--- config.mk ---
export PLATFORM = sky130hd
export DESIGN_NAME = data_bus_seq_flat
export DESIGN_NICKNAME = d
export VERILOG_FILES = /design/src/rtl/data_bus_seq_if.sv /design/src/rtl/data_bus_seq.sv /design/src/flat_wrapper.sv
export SDC_FILE = /design/constraint.sdc
export NUM_CORES = 1
export LEC_CHECK = 0
export BUFFER_PORTS_ARGS = -buffer_cell sky130_fd_sc_hd__buf_4
export CAP_MARGIN = 20
export CORE_AREA = 4 4 156 98
export CTS_CLUSTER_DIAMETER = 80
export DETAILED_ROUTE_END_ITERATION = 8
export DIE_AREA = 0 0 160 102
export HOLD_SLACK_MARGIN = 0.08
export PLACE_DENSITY = 0.87
export SYNTH_ARGS = -nofsm -noshare
export SYNTH_HDL_FRONTEND = slang
export SYNTH_SLANG_ARGS = --single-unit
--- constraint.sdc ---
create_clock -name clk -period 3.2 [get_ports clk]
set_input_delay 0.16 -clock clk [delete_from_list [all_inputs] [get_ports clk]]
set_output_delay 0.16 -clock clk [all_outputs]
set_load 0.01 [all_outputs]
--- src/rtl/data_bus_seq_if.sv ---
// Signal bundle joining the core command port, the response port and the data bus machine.
// The sequencer uses the slave view; whatever drives commands and models the bus machine uses master.
interface data_bus_seq_if #(
    parameter int ADDR_W = 16,
    parameter int DATA_W = 16,
    parameter int DEPTH  = 4
);
    localparam int LVL_W = $clog2(DEPTH) + 1;

    logic              cmd_valid;
    logic              cmd_ready;
    logic              cmd_rd;
    logic [ADDR_W-1:0] cmd_addr;
    logic [DATA_W-1:0] cmd_wdata;

    logic              rsp_valid;
    logic              rsp_rd;
    logic              rsp_err;
    logic [DATA_W-1:0] rsp_rdata;

    logic              mach_go;
    logic              mach_read_cycle;
    logic [ADDR_W-1:0] mach_addr;
    logic [DATA_W-1:0] mach_wdata;
    logic [DATA_W-1:0] mach_rdata;
    logic              mach_done;
    logic              bus_grant;

    logic              busy;
    logic [LVL_W-1:0]  q_level;

    modport slave (
        input  cmd_valid, cmd_rd, cmd_addr, cmd_wdata,
        input  mach_rdata, mach_done, bus_grant,
        output cmd_ready, rsp_valid, rsp_rd, rsp_err, rsp_rdata,
        output mach_go, mach_read_cycle, mach_addr, mach_wdata,
        output busy, q_level
    );

    modport master (
        output cmd_valid, cmd_rd, cmd_addr, cmd_wdata,
        output mach_rdata, mach_done, bus_grant,
        input  cmd_ready, rsp_valid, rsp_rd, rsp_err, rsp_rdata,
        input  mach_go, mach_read_cycle, mach_addr, mach_wdata,
        input  busy, q_level
    );
endinterface

--- src/rtl/data_bus_seq.sv ---
// Command sequencer ahead of the data bus machine: queues read/write commands, issues them
// one at a time, waits for grant (with timeout) and completion, and returns a one-cycle response.
module data_bus_seq #(
    parameter int ADDR_W      = 16,
    parameter int DATA_W      = 16,
    parameter int DEPTH       = 4,
    parameter int TIMEOUT_CYC = 255
) (
    input logic           clk,
    input logic           reset_n,
    data_bus_seq_if.slave bus
);
    localparam int PTR_W = $clog2(DEPTH);
    localparam int LVL_W = PTR_W + 1;
    localparam int TMO_W = (TIMEOUT_CYC > 1) ? $clog2(TIMEOUT_CYC) : 1;
    localparam logic [LVL_W-1:0] FULL_LVL = LVL_W'(DEPTH);
    localparam logic [TMO_W-1:0] TMO_LAST = TMO_W'(TIMEOUT_CYC - 1);

    typedef enum logic [1:0] {
        IDLE,
        ISSUE,
        WAIT_DONE
    } state_t;

    typedef struct packed {
        logic              rd;
        logic [ADDR_W-1:0] addr;
        logic [DATA_W-1:0] wdata;
    } entry_t;

    entry_t           fifo_mem [DEPTH];
    entry_t           head;
    logic [PTR_W-1:0] wr_ptr;
    logic [PTR_W-1:0] rd_ptr;
    logic [LVL_W-1:0] level;
    state_t           state;
    logic [TMO_W-1:0] tmo_cnt;
    logic             push;
    logic             pop;

    assign push          = bus.cmd_valid && bus.cmd_ready;
    assign pop           = (state == IDLE) && (level != '0);
    assign head          = fifo_mem[rd_ptr];
    assign bus.cmd_ready = (level != FULL_LVL);
    assign bus.q_level   = level;
    assign bus.busy      = (state != IDLE) || (level != '0);

    // Storage carries no reset; only the pointers and level define what is valid.
    always_ff @(posedge clk) begin
        if (push) begin
            fifo_mem[wr_ptr] <= '{rd: bus.cmd_rd, addr: bus.cmd_addr, wdata: bus.cmd_wdata};
        end
    end

    always_ff @(posedge clk or negedge reset_n) begin
        if (!reset_n) begin
            wr_ptr <= '0;
            rd_ptr <= '0;
            level  <= '0;
        end else begin
            if (push) begin
                wr_ptr <= wr_ptr + 1'b1;
            end
            if (pop) begin
                rd_ptr <= rd_ptr + 1'b1;
            end
            case ({push, pop})
                2'b10:   level <= level + 1'b1;
                2'b01:   level <= level - 1'b1;
                default: level <= level;
            endcase
        end
    end

    // Response outputs default low every edge so each completion is a single-cycle pulse.
    always_ff @(posedge clk or negedge reset_n) begin
        if (!reset_n) begin
            state               <= IDLE;
            tmo_cnt             <= '0;
            bus.mach_go         <= 1'b0;
            bus.mach_read_cycle <= 1'b0;
            bus.mach_addr       <= '0;
            bus.mach_wdata      <= '0;
            bus.rsp_valid       <= 1'b0;
            bus.rsp_rd          <= 1'b0;
            bus.rsp_err         <= 1'b0;
            bus.rsp_rdata       <= '0;
        end else begin
            bus.rsp_valid <= 1'b0;
            bus.rsp_rd    <= 1'b0;
            bus.rsp_err   <= 1'b0;
            bus.rsp_rdata <= '0;
            case (state)
                IDLE: begin
                    if (pop) begin
                        bus.mach_read_cycle <= head.rd;
                        bus.mach_addr       <= head.addr;
                        bus.mach_wdata      <= head.wdata;
                        bus.mach_go         <= 1'b1;
                        tmo_cnt             <= '0;
                        state               <= ISSUE;
                    end
                end
                ISSUE: begin
                    if (bus.bus_grant) begin
                        bus.mach_go <= 1'b0;
                        state       <= WAIT_DONE;
                    end else if (tmo_cnt == TMO_LAST) begin
                        bus.mach_go   <= 1'b0;
                        bus.rsp_valid <= 1'b1;
                        bus.rsp_err   <= 1'b1;
                        bus.rsp_rd    <= bus.mach_read_cycle;
                        state         <= IDLE;
                    end else begin
                        tmo_cnt <= tmo_cnt + 1'b1;
                    end
                end
                WAIT_DONE: begin
                    if (bus.mach_done) begin
                        bus.rsp_valid <= 1'b1;
                        bus.rsp_rd    <= bus.mach_read_cycle;
                        bus.rsp_rdata <= bus.mach_read_cycle ? bus.mach_rdata : '0;
                        state         <= IDLE;
                    end
                end
                default: begin
                    bus.mach_go <= 1'b0;
                    state       <= IDLE;
                end
            endcase
        end
    end
endmodule

--- src/flat_wrapper.sv ---
// flat-port wrapper written by rule: the top's interface ports become plain ports
module data_bus_seq_flat 
#(
    parameter int ADDR_W      = 16,
    parameter int DATA_W      = 16,
    parameter int DEPTH       = 4,
    parameter int TIMEOUT_CYC = 255
)
  (clk, reset_n, bus_cmd_valid, bus_cmd_rd, bus_cmd_addr, bus_cmd_wdata, bus_mach_rdata, bus_mach_done, bus_bus_grant, bus_cmd_ready, bus_rsp_valid, bus_rsp_rd, bus_rsp_err, bus_rsp_rdata, bus_mach_go, bus_mach_read_cycle, bus_mach_addr, bus_mach_wdata, bus_busy, bus_q_level);
  data_bus_seq_if #(.ADDR_W(ADDR_W), .DATA_W(DATA_W), .DEPTH(DEPTH)) bus_i ();
  input logic clk;
  input logic reset_n;
  input wire logic [$bits(bus_i.cmd_valid)-1:0] bus_cmd_valid;
  input wire logic [$bits(bus_i.cmd_rd)-1:0] bus_cmd_rd;
  input wire logic [$bits(bus_i.cmd_addr)-1:0] bus_cmd_addr;
  input wire logic [$bits(bus_i.cmd_wdata)-1:0] bus_cmd_wdata;
  input wire logic [$bits(bus_i.mach_rdata)-1:0] bus_mach_rdata;
  input wire logic [$bits(bus_i.mach_done)-1:0] bus_mach_done;
  input wire logic [$bits(bus_i.bus_grant)-1:0] bus_bus_grant;
  output wire logic [$bits(bus_i.cmd_ready)-1:0] bus_cmd_ready;
  output wire logic [$bits(bus_i.rsp_valid)-1:0] bus_rsp_valid;
  output wire logic [$bits(bus_i.rsp_rd)-1:0] bus_rsp_rd;
  output wire logic [$bits(bus_i.rsp_err)-1:0] bus_rsp_err;
  output wire logic [$bits(bus_i.rsp_rdata)-1:0] bus_rsp_rdata;
  output wire logic [$bits(bus_i.mach_go)-1:0] bus_mach_go;
  output wire logic [$bits(bus_i.mach_read_cycle)-1:0] bus_mach_read_cycle;
  output wire logic [$bits(bus_i.mach_addr)-1:0] bus_mach_addr;
  output wire logic [$bits(bus_i.mach_wdata)-1:0] bus_mach_wdata;
  output wire logic [$bits(bus_i.busy)-1:0] bus_busy;
  output wire logic [$bits(bus_i.q_level)-1:0] bus_q_level;
  assign bus_i.cmd_valid = bus_cmd_valid;
  assign bus_i.cmd_rd = bus_cmd_rd;
  assign bus_i.cmd_addr = bus_cmd_addr;
  assign bus_i.cmd_wdata = bus_cmd_wdata;
  assign bus_i.mach_rdata = bus_mach_rdata;
  assign bus_i.mach_done = bus_mach_done;
  assign bus_i.bus_grant = bus_bus_grant;
  assign bus_cmd_ready = bus_i.cmd_ready;
  assign bus_rsp_valid = bus_i.rsp_valid;
  assign bus_rsp_rd = bus_i.rsp_rd;
  assign bus_rsp_err = bus_i.rsp_err;
  assign bus_rsp_rdata = bus_i.rsp_rdata;
  assign bus_mach_go = bus_i.mach_go;
  assign bus_mach_read_cycle = bus_i.mach_read_cycle;
  assign bus_mach_addr = bus_i.mach_addr;
  assign bus_mach_wdata = bus_i.mach_wdata;
  assign bus_busy = bus_i.busy;
  assign bus_q_level = bus_i.q_level;
  data_bus_seq #(.ADDR_W(ADDR_W), .DATA_W(DATA_W), .DEPTH(DEPTH), .TIMEOUT_CYC(TIMEOUT_CYC)) u_core (.clk(clk), .reset_n(reset_n), .bus(bus_i));
endmodule
### Word-level counts from Yosys, hierarchy flattened

Memories as Yosys holds them, arrays and structs flattened. A register that Yosys moved wholly into a read port is not among the register bits.
Cells that the tools add are included.
W data, S select, Z words.

| operators by class | value |
|---|---|
| add/subtract/negate cells | 5 |
| equality and inequality tests | 11 |
| multiplexer cells | 28 |
| bitwise logic cells | 1 |
| reduce and logical (&&, ||, !) cells | 13 |

Operator list:

| operator | count |
|---|---|
| $mux W16 | 3 |
| $mux W8 | 3 |
| $pmux W8 S2 | 1 |
| $mux W1 | 12 |
| $add A8 B1 Y8 const B | 1 |
| $eq A8 B8 Y1 const B | 1 |
| $mux W2 | 4 |
| $ne A2 B2 Y1 const B | 3 |
| $pmux W2 S3 | 1 |
| $pmux W3 S2 | 1 |
| $reduce_and A3 Y1 | 2 |
| $reduce_bool A2 Y1 | 3 |
| $add A2 B1 Y2 const B | 2 |
| $eq A2 B1 Y1 const B | 2 |
| $eq A2 B2 Y1 const B | 2 |
| $pmux W1 S2 | 2 |
| $reduce_and A4 Y1 | 1 |
| $add A3 B1 Y3 const B | 1 |
| $ne A3 B2 Y1 const B | 1 |
| $ne A3 B3 Y1 const B | 1 |
| $pmux W1 S3 | 1 |
| $reduce_bool A3 Y1 | 1 |
| $sub A3 B1 Y3 const B | 1 |
| $logic_and A1 B1 Y1 | 2 |
| other kinds (6) | 6 |

| word-level totals | value |
|---|---|
| register bits after elaboration | 37 |
| bits in writable memories | 132 |
| input port bits | 54 |
| output and inout bits | 58 |
| memories | 1 |

Memory list:

| memory | words | bits a word | rd ports | clocked after Yosys merged registers in | write ports | RTL line | source |
|---|---|---|---|---|---|---|---|
| u_core.fifo_mem | 4 | 33 | 1 | 1 | 1 | data_bus_seq.sv:31 | `entry_t fifo_mem [DEPTH];` |

### Depth between registers and ports, before layout

| logic depth | value |
|---|---|
| word-level depth | 4 |
| mapped depth | 11 |
| depth with buffers taken out | 10 |

### Worst setup path after synthesis

OpenSTA, ideal clock, no wires.

| path | value |
|---|---|
| path kind | register to register |
| start point | reg u_core.state[1] |
| end point | reg u_core.level[2] (netlist: u_core.bus.q_level[2]) |
| setup time | 0.080 ns |
| arrival | 2.264 ns |
| data required time | 3.120 ns |
| setup slack | 0.856 ns |
| cell stages (with the launch flop) | 12 |
| cell sequence | dfrtp_1 > inv_1 > ha_1 > o31ai_2 > inv_2 > clkbuf_1 > ha_1 > inv_1 > fa_1 > xor2_1 > nor2_1 > xor2_1 |

| between the ends | value |
|---|---|
| word-level cells in the longest chain between the ends | 4 |
| elaborated cells on any way between the ends | 6 |
| those cells by class | eq/ne: 2; mux: 1; reduce/logical: 3 |

RTL lines:

| what | RTL line | source |
|---|---|---|
| from (decl) | data_bus_seq.sv:36 | `state_t state;` |
| from (signal assigned) | data_bus_seq.sv:78 | `state <= IDLE;` |
| from (signal assigned) | data_bus_seq.sv:101 | `state <= ISSUE;` |
| from (signal assigned) | data_bus_seq.sv:107 | `state <= WAIT_DONE;` |
| $logic_not A2 Y1 (*) | data_bus_seq.sv:42 | `assign pop = (state == IDLE) && (level != '0);` |
| $logic_and A1 B1 Y1 (*) | data_bus_seq.sv:42 |  |
| named net u_core.pop | data_bus_seq.sv:39 | `logic pop;` |
| $eq A2 B1 Y1 / $eq A2 B2 Y1 (equally long branches) | data_bus_seq.sv:67 | `case ({push, pop})` |
| $pmux W3 S2 / $reduce_bool A2 Y1 (equally long branches) | - |  |
| to (signal assigned) | data_bus_seq.sv:68 | `2'b10: level <= level + 1'b1;` |
| to (signal assigned) | data_bus_seq.sv:69 | `2'b01: level <= level - 1'b1;` |
| to (signal assigned) | data_bus_seq.sv:70 | `default: level <= level;` |
| to (decl) | data_bus_seq.sv:35 | `logic [LVL_W-1:0] level;` |

The timed path passes the listed nets; every way through them passes the cells marked *.
A chain may end at the register's enable or synchronous reset.

### Worst setup path in the final report

| path | value |
|---|---|
| start point | reg u_core.state[1] |
| end point | reg u_core.level[2] (netlist: u_core.bus.q_level[2]) |

| between the ends | value |
|---|---|
| word-level cells in the longest chain between the ends | 4 |
| elaborated cells on any way between the ends | 6 |
| those cells by class | eq/ne: 2; mux: 1; reduce/logical: 3 |

RTL lines:

| what | RTL line |
|---|---|
| $logic_not A2 Y1 (*) | data_bus_seq.sv:42 |
| $logic_and A1 B1 Y1 (*) | data_bus_seq.sv:42 |
| $eq A2 B1 Y1 / $eq A2 B2 Y1 (equally long branches) | data_bus_seq.sv:67 |
| $pmux W3 S2 / $reduce_bool A2 Y1 (equally long branches) | - |

Every way passes the cells marked *; elsewhere a longest branch is shown, timed or not.

==> flow_metrics.tcl <==
set metrics [dict create \
    clk_pin_slew_worst_paths_ns 0.07 \
    start_util 0.552 \
    dieArea_sq_um 16300 \
    grt_pass1_wl_microns 26800 \
    worstMarginPinSlew_ns 0.922 \
    die_h_microns 102 \
    yosysTopAreaCellShare 0.512 \
    io_pins 112 \
    finalMaxSlewViolations 0 \
    grt_pass1_vias 4877 \
    syn_avg_cell_area_sq_um 16.7 \
    drt_iter0_markers 292 \
    fin_nets 701 \
    wl_microns 17200 \
    clock_sinks 202 \
    final_area_sq_um 9960 \
    cts.path.max_buffers 3 \
    ys_async_sr_fraction 0.347 \
    yosysSeqAreaShare 0.738 \
    antenna_found_initial 2 \
    synth_area_sq_um 7740 \
    critPathMaxStageDelay_ns 0.39 \
    drive_above_1_share 0.304 \
    hold_viol_final 0 \
    clk_latency_ns 0.49 \
    worst-path-buf-inv 4 \
    path_cells "inv_1, ha_1, o31ai_4, buf_4, inv_2, ha_1, inv_1, fa_1, xor2_1, nor2_1, xor2_1" \
    worst-setup-path-type "reg -> reg" \
    clock_skew_ns 0.00996 \
    post-route-util 0.709 \
    period_minus_slack_ns 2.51 \
    fmax_mhz 399 \
    endpoint_kind "register" \
    grt_max_degree 71 \
    power_density_nw_per_um2 913 \
    startpoint_type "register" \
    synth-edff-count 132 \
    cts-htree-levels 1 \
    rsz0062_at_grt "false" \
    cp.arrival_ns 2.91 \
    crit_slowest_cell "dfrtp_1" \
    die-width_microns 160 \
    synth_ff_type "edfxtp_1" \
    crit_fanout 35 \
    place_area_sq_um 8780 \
    first_pass_iters 7 \
    syn_nets 530 \
    cts_resized 0 \
    rows 34 \
    setup_tns_ns 0 \
    drt_drc_violations_left 0 \
    area_delta_synth_final_pct 28.6 \
    total_leakage_power_nw 4.12 \
    yosys.area.top_type "edfxtp_1" \
    cpLargestDelayFamily "adder cells" \
    hp-class "in -> reg" \
    ir_worst_vdd_mv 0.478 \
    cap_violations 0 \
    hpwl_microns 9580 \
    wl_per_cell_microns 20.7 \
    setup_viol 0 \
    via_per_inst 5.52 \
    cts_buffers 19 \
    ys_warn_count 0 \
    synthesis.instances 465 \
    fin_crit_sh 0.784 \
    track_usage 0.213 \
    synth_cell_types 46 \
    gp_congestion 0.846 \
    synth_area_leaders "edfxtp_1 (51%), dfrtp_1 (23%), mux4_2 (9.6%)" \
    status "complete, no violations" \
    slew_headroom 0.386 \
    portBuffers 111 \
    cp_data_required_time_ns 3.60 \
    num_vias 4587 \
    root_buffer "clkbuf_16" \
    coreArea_sq_um 14000 \
    nFillCells 876 \
    cts_tree "done" \
    ys_seq_elements 202 \
    globalRouteOverflowTotal 0 \
    postRouteAntennaNets 0 \
]
## metal layers
metal	wire length (microns)	global-route usage	vias up
met5	0	0	-
met4	332	0.0535	0
met3	1180	0.0403	23
met2	8870	0.370	192
met1	6840	0.285	2334
li1	-	-	2038
## power by group
group	leakage (nW)	switching, W	total [W]	internal (W)
sequential	2.11	0.000478	0.00397	0.00349
combinational	1.70	0.00148	0.00278	0.00129
clock	0.314	0.000967	0.00235	0.00139
## tightest hold or removal path, delay by kind of cell
family,cells,cell delay [ns]
AND/OR/NAND/NOR,1,0.20
XOR/XNOR,1,0.09
buffers and inverters,1,0.10
## cell families after synthesis
kind of cell,count (synthesis),synth area share
DFF,202,0.738
buffers and inverters,29,0.0157
and+or+nand+nor,159,0.0942
AOI/OAI and AO/OA,21,0.0241
adders and majority gates,11,0.0187
muxes,37,0.102
xor gates and xnor gates,6,0.00679
## area by class of cell
| class | count | area, sq um | area share |
|---|---|---|---|
| Sequential cell | 202 | 5720 | 0.574 |
| Multi-Input combinational cell | 234 | 1920 | 0.193 |
| Timing Repair Buffer | 166 | 1390 | 0.139 |
| Clock buffer | 22 | 507 | 0.0509 |
| Tap cell | 180 | 225 | 0.0226 |
| Clock inverter | 12 | 144 | 0.0145 |
| Inverter | 13 | 48.8 | 0.00490 |
| Antenna cell | 2 | 5.00 | 0.000503 |
## per-stage QoR
step	total power [W]	hold slack, ns	instances	setup slack, ns
global route	0.00958	0.154	831	0.527
detailed placement	0.00669	0.352	743	0.735
floorplan	0.00560	-0.136	465	0.856
global placement	0.00653	0.334	743	0.899
finish	0.00909	0.119	831	0.691
CTS	0.00910	0.100	829	0.697
## placed cells by master (no fill, tap or decap), drive strengths merged, types with 6 or more instances in the layout
cell type	instances
and3	9
edfxtp	132
nand2	107
inv	14
dfrtp	70
nor2	8
and2	19
ha	10
dlygate4sd3	52
clkbuf	22
buf	114
clkinv	6
mux4	33
## sequential cells by signal (all words and copies together) (netlist names)
name                        flops
u_core.bus.mach_read_cycle      1
u_core.bus.rsp_rd               1
u_core.wr_ptr                   2
u_core.bus.mach_addr           16
u_core.bus.rsp_err              1
u_core.bus.rsp_valid            1
u_core.bus.rsp_rdata           16
u_core.rd_ptr                   2
u_core.state                    2
u_core.bus.mach_go              1
u_core.tmo_cnt                  8
u_core.bus.mach_wdata          16
u_core.fifo_mem               132
u_core.bus.q_level              3
## cell usage after synthesis (all sizes together) (2+ instances only)
library cell,n
inv,13
clkbuf,9
nor2,8
ha,10
edfxtp,132
a21oi,3
and3,9
xnor2,4
nor3,2
o21ai,3
mux4,33
mux2,4
nand2,107
nor4b,2
xor2,2
a211o,4
or3,2
nand3,4
buf,7
dfrtp,70
and2,19
## path summary, 6_finish.rpt
check	cells past startpoint	slack (ns)	end	from
max in group asynchronous	2	2.21	u_core.rd_ptr[0]	reset_n
min in group asynchronous	2	0.36	u_core.bus.mach_wdata[3]	reset_n
worst max-delay path	11	0.69	u_core.bus.q_level[2]	u_core.state[1]
worst max register to register	11	0.69	u_core.bus.q_level[2]	u_core.state[1]
worst min register to register	2	0.47	u_core.bus.mach_addr[5]	u_core.bus.mach_addr[5]
worst min-delay path	3	0.12	u_core.wr_ptr[0]	bus_cmd_valid
## timing repair
| action | 4_1_cts | 5_1_grt |
|---|---|---|
| hold endpoints to repair | 221 | 0 |
| hold buffers | 52 | 0 |
| buffers inserted | 0 | 0 |
Power figures use the tool's default switching activity.
